$ cat src/rtl/mem_port_arbiter.sv
// Shares one single-ported memory between the fetch and data requesters of the core.
// Fixed-length accesses, round-robin on ties, registered acks and read data.
module mem_port_arbiter #(
  parameter int ADDR_W  = 32,
  parameter int DATA_W  = 32,
  parameter int MEM_LAT = 2
) (
  input  logic              clk_i,
  input  logic              rst_i,
  input  logic              if_req_i,
  input  logic [ADDR_W-1:0] if_addr_i,
  output logic              if_ack_o,
  output logic [DATA_W-1:0] if_rdata_o,
  input  logic              dm_req_i,
  input  logic              dm_we_i,
  input  logic [ADDR_W-1:0] dm_addr_i,
  input  logic [DATA_W-1:0] dm_wdata_i,
  output logic              dm_ack_o,
  output logic [DATA_W-1:0] dm_rdata_o,
  output logic              mem_en_o,
  output logic              mem_we_o,
  output logic [ADDR_W-1:0] mem_addr_o,
  output logic [DATA_W-1:0] mem_wdata_o,
  input  logic [DATA_W-1:0] mem_rdata_i,
  output logic              stall_o,
  output logic              busy_o
);
  typedef enum logic [1:0] {IDLE, BUSY_I, BUSY_D} state_t;

  localparam logic [3:0] CNT_INIT = 4'(MEM_LAT - 1);

  state_t            r_state;
  state_t            w_state_next;
  logic [3:0]        r_cnt;
  logic              r_last_d;
  logic [ADDR_W-1:0] r_addr;
  logic              r_we;
  logic [DATA_W-1:0] r_wdata;
  logic              r_if_ack;
  logic              r_dm_ack;
  logic [DATA_W-1:0] r_if_rdata;
  logic [DATA_W-1:0] r_dm_rdata;
  logic              w_if_elig;
  logic              w_dm_elig;
  logic              w_grant_i;
  logic              w_grant_d;
  logic              w_done;
  logic              w_busy;

  // A requester sitting in its ack cycle still holds req; it must not be re-granted.
  assign w_if_elig = if_req_i & ~r_if_ack;
  assign w_dm_elig = dm_req_i & ~r_dm_ack;

  always_comb begin
    w_state_next = r_state;
    w_grant_i    = 1'b0;
    w_grant_d    = 1'b0;
    w_done       = 1'b0;
    case (r_state)
      IDLE: begin
        if (w_dm_elig && (!w_if_elig || !r_last_d)) begin
          w_grant_d    = 1'b1;
          w_state_next = BUSY_D;
        end else if (w_if_elig) begin
          w_grant_i    = 1'b1;
          w_state_next = BUSY_I;
        end
      end
      BUSY_I, BUSY_D: begin
        if (r_cnt == 4'd0) begin
          w_done       = 1'b1;
          w_state_next = IDLE;
        end
      end
      default: w_state_next = IDLE;
    endcase
  end

  always_ff @(posedge clk_i or negedge rst_i) begin
    if (!rst_i) begin
      r_state <= IDLE;
    end else begin
      r_state <= w_state_next;
    end
  end

  always_ff @(posedge clk_i or negedge rst_i) begin
    if (!rst_i) begin
      r_cnt      <= 4'd0;
      r_last_d   <= 1'b0;
      r_addr     <= '0;
      r_we       <= 1'b0;
      r_wdata    <= '0;
      r_if_ack   <= 1'b0;
      r_dm_ack   <= 1'b0;
      r_if_rdata <= '0;
      r_dm_rdata <= '0;
    end else begin
      r_if_ack <= w_done && (r_state == BUSY_I);
      r_dm_ack <= w_done && (r_state == BUSY_D);
      if (w_grant_i || w_grant_d) begin
        r_cnt    <= CNT_INIT;
        r_last_d <= w_grant_d;
      end else if (w_busy && (r_cnt != 4'd0)) begin
        r_cnt <= r_cnt - 4'd1;
      end
      if (w_grant_i) begin
        r_addr  <= if_addr_i;
        r_we    <= 1'b0;
        r_wdata <= '0;
      end
      if (w_grant_d) begin
        r_addr  <= dm_addr_i;
        r_we    <= dm_we_i;
        r_wdata <= dm_wdata_i;
      end
      if (w_done && (r_state == BUSY_I)) begin
        r_if_rdata <= mem_rdata_i;
      end
      if (w_done && (r_state == BUSY_D) && !r_we) begin
        r_dm_rdata <= mem_rdata_i;
      end
    end
  end

  // Write strobe only in the final busy cycle so an aborted store never commits.
  assign w_busy      = (r_state != IDLE);
  assign busy_o      = w_busy;
  assign mem_en_o    = w_busy;
  assign mem_we_o    = (r_state == BUSY_D) && r_we && (r_cnt == 4'd0);
  assign mem_addr_o  = w_busy ? r_addr : '0;
  assign mem_wdata_o = w_busy ? r_wdata : '0;
  assign if_ack_o    = r_if_ack;
  assign dm_ack_o    = r_dm_ack;
  assign if_rdata_o  = r_if_rdata;
  assign dm_rdata_o  = r_dm_rdata;
  assign stall_o     = (if_req_i & ~r_if_ack) | (dm_req_i & ~r_dm_ack);

endmodule
$ cat config.mk
export PLATFORM = sky130hd
export DESIGN_NAME = mem_port_arbiter
export DESIGN_NICKNAME = d
export VERILOG_FILES = /design/src/rtl/mem_port_arbiter.sv
export SDC_FILE = /design/constraint.sdc
export NUM_CORES = 1
export LEC_CHECK = 0
export ABC_CLOCK_PERIOD_IN_PS = 5700
export BUFFER_PORTS_ARGS = -buffer_cell sky130_fd_sc_hd__buf_2
export CORE_UTILIZATION = 40
export CTS_CLUSTER_SIZE = 25
export DETAILED_ROUTE_END_ITERATION = 7
export PLACE_DENSITY = 0.7
export SYNTH_ARGS = -nofsm -noshare
export SYNTH_HDL_FRONTEND = slang
export SYNTH_SLANG_ARGS = --single-unit
$ cat constraint.sdc
create_clock -name clk_i -period 5.7 [get_ports clk_i]
set_input_delay 0.285 -clock clk_i [delete_from_list [all_inputs] [get_ports clk_i]]
set_output_delay 0.285 -clock clk_i [all_outputs]
set_load 0.02 [all_outputs]
==> results.cfg, run 1 <==
[outcome]
status = complete, but fails checks
violations = DRC

[synth]
yosysSeqAreaShare = 0.570
synthCells = 473
yosysTopAreaCell = dfrtp_1
synth_top_area_share = 0.570
synthTopCellsByArea = dfrtp_1 (57%), mux2_4 (7.4%), nor2b_1 (6.8%)
synth_edf_count = 0
yosysUniqueCellTypes = 36
synth_seq_cells = 138
synth_flop_cell = dfrtp_1
async_reset_ff_frac = 1.00
syn_nets = 610
synth.avg_cell_area_um2 = 12.8
synthesis.area_um2 = 6060
yosys_warnings = 0

[setup_path]
slowest_stage = nand2_2
r2r_cells = 5
startpoint_type = register
crit_path_max_fanout = 67
path_depth = 5
path_delay_family = simple AND/OR/NAND/NOR gates
worstPathRequired_ps = 5990
startpoint = r_state[0]
cp_slowest_stage_delay_ps = 800
crit_path_end_kind = register
r2r_start = r_state[0]
crit_chain = inv_1, ha_2, buf_4, nand2_2, a22o_1
critPathArrivalTime_ps = 3380
crit_buf_inv = 2
crit_type = reg2reg

[clock_tree]
insertion_delay_ps = 410
path_clk_slew_ps = 60
postCtsSetupBuffers = 0
cts_buffer_depth = 2
cts-root-buf = clkbuf_16
numCtsBuffers = 17
cts-htree-levels = 4
cts_tree = built
cts.sinks = 138

[sta]
hold_ws_ps = 90.7
min_period_ps = 3090
fmax_mhz = 324
skew_ps = 6.73
finalHoldViolations = 0
setup_viol = 0
fin_crit_sh = 0.541
worst_pin_slew_ps = 1290
max-slew-margin-rel = 0.138
final.setup.tns_ps = 0
grt_setup_unrepaired = false
final_max_slew_viol_count = 0

[grt]
grt_usage = 0.191
first_global_vias = 4716
grt_max_degree = 85
antenna_found_initial = 0
grt_pass1_wl_um = 23600
overflow = 0

[cells_and_area]
fillCellCount = 1285
mostFrequentLayoutCell = buf_2
diodes = 0
multi_input_area_um2 = 2380
drive_gt1_frac = 0.505
seqCellArea_um2 = 3450
final_cell_mix = buf_2 (265), dfrtp_1 (138), nor2b_1 (66), mux2_2 (35), nor2_1 (34)
area_growth_pct = 31.9
layout.nets = 865

[routing]
dr.pass1.iters = 7
drt-initial-drc-count = 192
num_vias = 4625
routed_wirelength_um = 14800
ant_nets = 0
via_per_inst = 5.00
wire_per_inst_um = 16.0
drc = 44

[place]
place_congestion = 0.860
hpwl_um = 10600
port_buffers = 266

[power_and_ir_drop]
power.leakage_uw = 0.00414
p_total_uw = 4860
p_per_area_nw_per_um2 = 607
max-vdd-ir-drop_uv = 281

[die]
dieArea_um2 = 15700
die_x_um = 125
rows = 44
initial_utilization = 0.414
io_pins = 267
die_h_um = 125
design.core.area_um2 = 14600

[worst_hold_path]
holdPathStages = 2
min_from = dm_wdata_i[20]
holdCritPathClass = in2reg

[job]
max_cap_viol_count = 0
## cells in the mapped netlist (2+ instances only)
master,count
a21oi_1,33
a22o_1,33
buf_1,3
buf_12,3
buf_2,11
buf_4,4
clkbuf_1,15
dfrtp_1,138
ha_1,4
inv_1,6
mux2_2,35
mux2_4,30
nand2_1,4
nand2b_1,2
nor2_1,34
nor2b_1,66
o22ai_1,2
o2bb2ai_1,32
## repair_timing
action                    4_1_cts  5_1_grt
gates resized for setup         0        0
hold endpoints to repair       83        0
hold buffers                    1        0
## stage by stage
stage	instances	setup slack [ps]	util	area [um2]
5_1_grt	925	2370	0.546	8000
3_5_place_dp	892	2620	0.510	7460
3_3_place_gp	892	2730	0.510	7460
4_1_cts	925	2580	0.546	8000
2_1_floorplan	473	3880	-	6060
6_report	925	2610	0.546	8000
## cells by family (layout without fill, tap and decap cells)
kind of cell / count (synthesis) / after routing / synth area share
flip-flops: 138 / 138 / 0.570
AND/OR/NAND/NOR: 114 / 114 / 0.106
XOR/XNOR: 1 / 1 / 0.00144
adder cells (fa/ha/maj): 4 / 4 / 0.00825
multiplexers: 66 / 66 / 0.141
buffers and inverters: 43 / 311 / 0.0407
AO/OA/AOI/OAI: 107 / 107 / 0.133
## where the power goes
part	switching, uW	total (uW)	internal (uW)
clock	399	965	566
combinational	1270	2180	915
sequential	256	1710	1450
total	1920	4860	2940
## flip-flops by register name (all words and copies together), names as in the netlist
register	count
dm_ack_o	1
dm_rdata_o	32
if_ack_o	1
if_rdata_o	32
r_addr	32
r_cnt	4
r_last_d	1
r_state	2
r_wdata	32
r_we	1
## layout make-up
type                            count  area share
Sequential cell                   138       0.432
Clock inverter                     10     0.00876
Multi-Input combinational cell    292       0.297
Clock buffer                       22      0.0568
Tap cell                          184      0.0288
Inverter                            6     0.00282
Timing Repair Buffer              273       0.174
## final timing paths
kind | slack, ps | to
worst max-delay path | 2610 | r_wdata[12]
worst min-delay path | 90 | r_wdata[20]
worst max register to register | 2610 | r_wdata[12]
worst min register to register | 480 | r_addr[31]
max in group asynchronous | 4050 | dm_rdata_o[30]
min in group asynchronous | 490 | r_wdata[17]
## layer usage
| layer | global-route usage | part of all wire | wire, um | vias to the layer above |
|---|---|---|---|---|
| met5 | 0 | 0 | 0 | - |
| met4 | 0.0753 | 0.014 | 214 | 0 |
| met3 | 0.0518 | 0.072 | 1060 | 16 |
| met2 | 0.326 | 0.50 | 7390 | 200 |
| met1 | 0.231 | 0.41 | 6100 | 2242 |
| li1 | - | - | - | 2167 |
Note: power is estimated with default switching activity, not from simulation.
==> run 2, diff against run 1 <==
ABC_CLOCK_PERIOD_IN_PS = 2600   (was 5700)
PLACE_DENSITY = 0.73   (was 0.7)
clock period = 2.6 ns   (was 5.7 ns; I/O delays follow)
==> results.cfg, run 2 (same netlist as run 1, synthesis figures left out) <==
[clock_tree]
cts-root-buf = clkbuf_16
cts_tree = built
cts_buffer_depth = 2
cts.sinks = 138
path_clk_slew_ps = 60
insertion_delay_ps = 410
post_cts.resized_instances = 0
cts-htree-levels = 4
numCtsBuffers = 17

[setup_path]
crit_type = reg2reg
startpoint = r_state[0]
r2r_start = r_state[0]
ff2ff_setup_slack_ps = 210
cp_slowest_stage_delay_ps = 560
worstPathRequired_ps = 2890
worstReg2RegEnd = r_addr[29]
critPathArrivalTime_ps = 2680
endpoint = r_addr[29]
crit_path_max_fanout = 46
slowest_stage = dlygate4sd3_1
crit_chain = inv_1, ha_2, buf_4, nand2_2, buf_12, o2bb2ai_1, dlygate4sd3_1
r2r_cells = 7
crit_path_end_kind = register
startpoint_type = register

[die]
dieArea_um2 = 15700
die_h_um = 125
rows = 44
design.core.area_um2 = 14600
initial_utilization = 0.414
die_x_um = 125
io_pins = 267

[job]
max_cap_viol_count = 0

[cells_and_area]
multi_input_area_um2 = 2380
seqCellArea_um2 = 3450
area_growth_pct = 50.0
fillCellCount = 1108
layout.nets = 965
mostFrequentLayoutCell = buf_2
diodes = 0
finish.utilization = 0.621
drive_gt1_frac = 0.451
final_cell_mix = buf_2 (265), dfrtp_1 (138), dlygate4sd3_1 (97), nor2b_1 (66), mux2_2 (35)
stdcell_area_um2 = 9090

[sta]
final.setup.tns_ps = 0
setup_viol = 0
skew_ps = 8.78
finalHoldViolations = 0
final_max_slew_viol_count = 0
fin_crit_sh = 0.921
hold_ws_ps = 2.83
worst_pin_slew_ps = 588
min_period_ps = 2390
grt_setup_unrepaired = false
max-slew-margin-rel = 0.608
fmax_mhz = 418

[place]
port_buffers = 266
place_congestion = 0.775
placed_cell_area_um2 = 7540
hpwl_um = 10400

[routing]
wire_per_inst_um = 16.0
drt-initial-drc-count = 242
dr.pass1.iters = 6
routed_wirelength_um = 16300
ant_nets = 0
num_vias = 5071
via_per_inst = 4.95
drc = 44

[grt]
grtUsageMet2 = 0.359
grt_use_met1 = 0.257
first_global_vias = 5342
grt_usage = 0.216
grt_util_met3 = 0.0595
grt_max_degree = 78
overflow = 0
antenna_found_initial = 0
grt_pass1_wl_um = 26400
grt_busiest_layer = met2

[worst_hold_path]
holdCritPathClass = in2reg

[power_and_ir_drop]
p_per_area_nw_per_um2 = 1240
max-vdd-ir-drop_uv = 679
power.leakage_uw = 0.00460

[outcome]
status = complete, but fails checks
violations = DRC
==> run 2: worst min-delay path by stage <==
stage / from / to / slack [ps] / cells past startpoint
after global placement: rst_i / r_wdata[17] / 130 / 1
after detailed placement: rst_i / r_wdata[14] / 140 / 1
after CTS: dm_addr_i[2] / r_addr[2] / 0.6 / 3
final: dm_addr_i[16] / r_addr[16] / 3 / 3
after floorplan: rst_i / dm_ack_o / -170 / 0
after global routing: if_addr_i[28] / r_addr[28] / 7 / 3
==> run 2: routing by layer <==
| layer | up-vias | wire (um) | share of wire |
|---|---|---|---|
| met5 | - | 0 | 0 |
| li1 | 2370 | - | - |
| met1 | 2414 | 6820 | 0.42 |
| met4 | 0 | 507 | 0.031 |
| met2 | 245 | 7830 | 0.48 |
| met3 | 42 | 1180 | 0.072 |
==> run 2: final cells by class <==
type / instances / area share
flip-flops and latches: 138 / 0.380
repair buffers: 373 / 0.268
multi-input cells: 292 / 0.261
clock buffers: 21 / 0.0506
well taps: 184 / 0.0253
clock inverters: 10 / 0.0131
inverters: 6 / 0.00248
==> run 2: worst max-delay path, delay by kind of cell, from the launching register on <==
kind	cells	cell delay (ps)
AOI/OAI and AO/OA	1	150
adders and majority gates	1	200
buffers and inverters	4	1190
DFF	1	390
and+or+nand+nor	1	320
==> run 2: power breakdown <==
part,switching (uW),leakage (uW),internal (uW)
clock,886,0.000276,1460
combinational,2890,0.00257,2270
sequential,554,0.00175,3190
==> run 2: what timing repair did <==
item / CTS / global route
hold endpoints to repair: 179 / 0
setup endpoints to repair: 0 / 3
hold buffers: 97 / 0
setup buffers: 0 / 1
==> run 2: through the flow <==
step / cells / setup WS (ps) / power [uW]
after floorplan: 473 / 785 / 7050
after global placement: 895 / 501 / 8520
after detailed placement: 895 / 394 / 8660
after CTS: 1023 / 152 / 11300
after global routing: 1024 / 47.6 / 11900
final: 1024 / 206 / 11300
==> run 3, diff against run 2 <==
BUFFER_PORTS_ARGS = -buffer_cell sky130_fd_sc_hd__clkbuf_2   (was -buffer_cell sky130_fd_sc_hd__buf_2)
==> results.cfg, run 3 (same netlist as run 1, synthesis figures left out) <==
[clock_tree]
cts_tree = built
cts.sinks = 138
numCtsBuffers = 17
cts-root-buf = clkbuf_16
post_cts.resized_instances = 0
cts_buffer_depth = 2
cts-htree-levels = 4
insertion_delay_ps = 410
path_clk_slew_ps = 60

[setup_path]
ff2ff_setup_slack_ps = 190
crit_type = reg2reg
startpoint_type = register
crit_path_max_fanout = 62
r2r_start = r_state[0]
r2r_cells = 8
worstPathRequired_ps = 2940
crit_path_end_kind = register
worstReg2RegEnd = r_addr[23]
critPathArrivalTime_ps = 2750

[grt]
antenna_found_initial = 0
first_global_vias = 5414
grt_pass1_wl_um = 27000
grt_max_degree = 63
grt_usage = 0.219
overflow = 0

[routing]
num_vias = 5156
ant_nets = 0
wire_per_inst_um = 16.0
routed_wirelength_um = 16600
via_per_inst = 4.98
dr.pass1.iters = 8
drt-initial-drc-count = 227
drc = 42

[place]
port_buffers = 266
place_congestion = 0.775
hpwl_um = 10500

[cells_and_area]
layout.nets = 975
diodes = 0
final_cell_mix = clkbuf_2 (265), dfrtp_1 (138), dlygate4sd3_1 (106), nor2b_1 (66), mux2_2 (35)
mostFrequentLayoutCell = clkbuf_2
drive_gt1_frac = 0.449
finish.utilization = 0.626
area_growth_pct = 51.3

[worst_hold_path]
holdPathStages = 3
holdCritPathClass = in2reg
holdPathEnd = r_addr[5]
min_from = dm_addr_i[5]

[outcome]
status = complete, but fails checks
violations = DRC

[sta]
skew_ps = 10.5
fmax_mhz = 415
max-slew-margin-rel = 0.630
setup_viol = 0
min_period_ps = 2410
fin_crit_sh = 0.926
finalHoldViolations = 0
final_max_slew_viol_count = 0
worst_pin_slew_ps = 555
grt_setup_unrepaired = false
final.setup.tns_ps = 0

[die]
design.core.area_um2 = 14600
io_pins = 267
rows = 44
initial_utilization = 0.414
die_h_um = 125
die_x_um = 125
dieArea_um2 = 15700

[power_and_ir_drop]
p_per_area_nw_per_um2 = 1230
power.leakage_uw = 0.00460
max-vdd-ir-drop_uv = 764

[job]
max_cap_viol_count = 0
-- run 3: worst max path at each step --
stage,from,end
floorplan,r_cnt[0],dm_rdata_o[10]
global route,r_state[0],r_addr[23]
global placement,r_cnt[0],if_rdata_o[21]
CTS,r_state[0],r_addr[7]
detailed placement,r_cnt[0],if_rdata_o[14]
finish,r_state[0],r_addr[23]
-- run 3: critical path, stage by stage, from the launching register on --
cell           delay [ps]
dfrtp_1               380
inv_1                 100
ha_2                  200
inv_1                 160
a211oi_4              320
buf_12                290
nor2_1                 90
o2bb2ai_1             170
dlygate4sd3_1         570
-- run 3: layout make-up --
class	instances	area [um2]
timing repair buffer	383	2530
multi-input combinational	292	2380
fill	1109	5470
sequential	138	3450
tap	184	230
clock buffer	19	443
clock inverter	13	118
inverter	6	22.5
-- run 3: report_power, final --
part           leakage [uW]  internal [uW]  switching (uW)
clock              0.000262           1340             921
combinational       0.00258           2290            2900
sequential          0.00175           3190             598
total               0.00460           6830            4420
-- run 3: metrics by stage --
stage | setup slack, ps | hold WS [ps] | instances | total power, uW | cell area, um2
3_3_place_gp | 629 | 86.7 | 896 | 8530 | 7540
3_5_place_dp | 560 | 97.4 | 896 | 8670 | 7540
5_1_grt | 34.6 | 20.8 | 1035 | 11900 | 9170
6_report | 193 | 13.7 | 1035 | 11200 | 9170
4_1_cts | 150 | 0.0822 | 1034 | 11300 | 9170
2_1_floorplan | 785 | -166 | 473 | 7050 | 6060
-- run 3: repair_timing --
item,4_1_cts,5_1_grt
endpoints found under the setup margin,0,9
endpoints found under the hold margin,171,0
setup buffers,0,1
hold buffers,106,0
-- run 3: metal layers --
layer	track usage	share of wire	vias up	wire length, um
met5	0	0	-	0
met3	0.0548	0.065	35	1080
li1	-	-	2384	-
met4	0.0961	0.023	0	374
met1	0.262	0.42	2502	6950
met2	0.374	0.49	235	8160
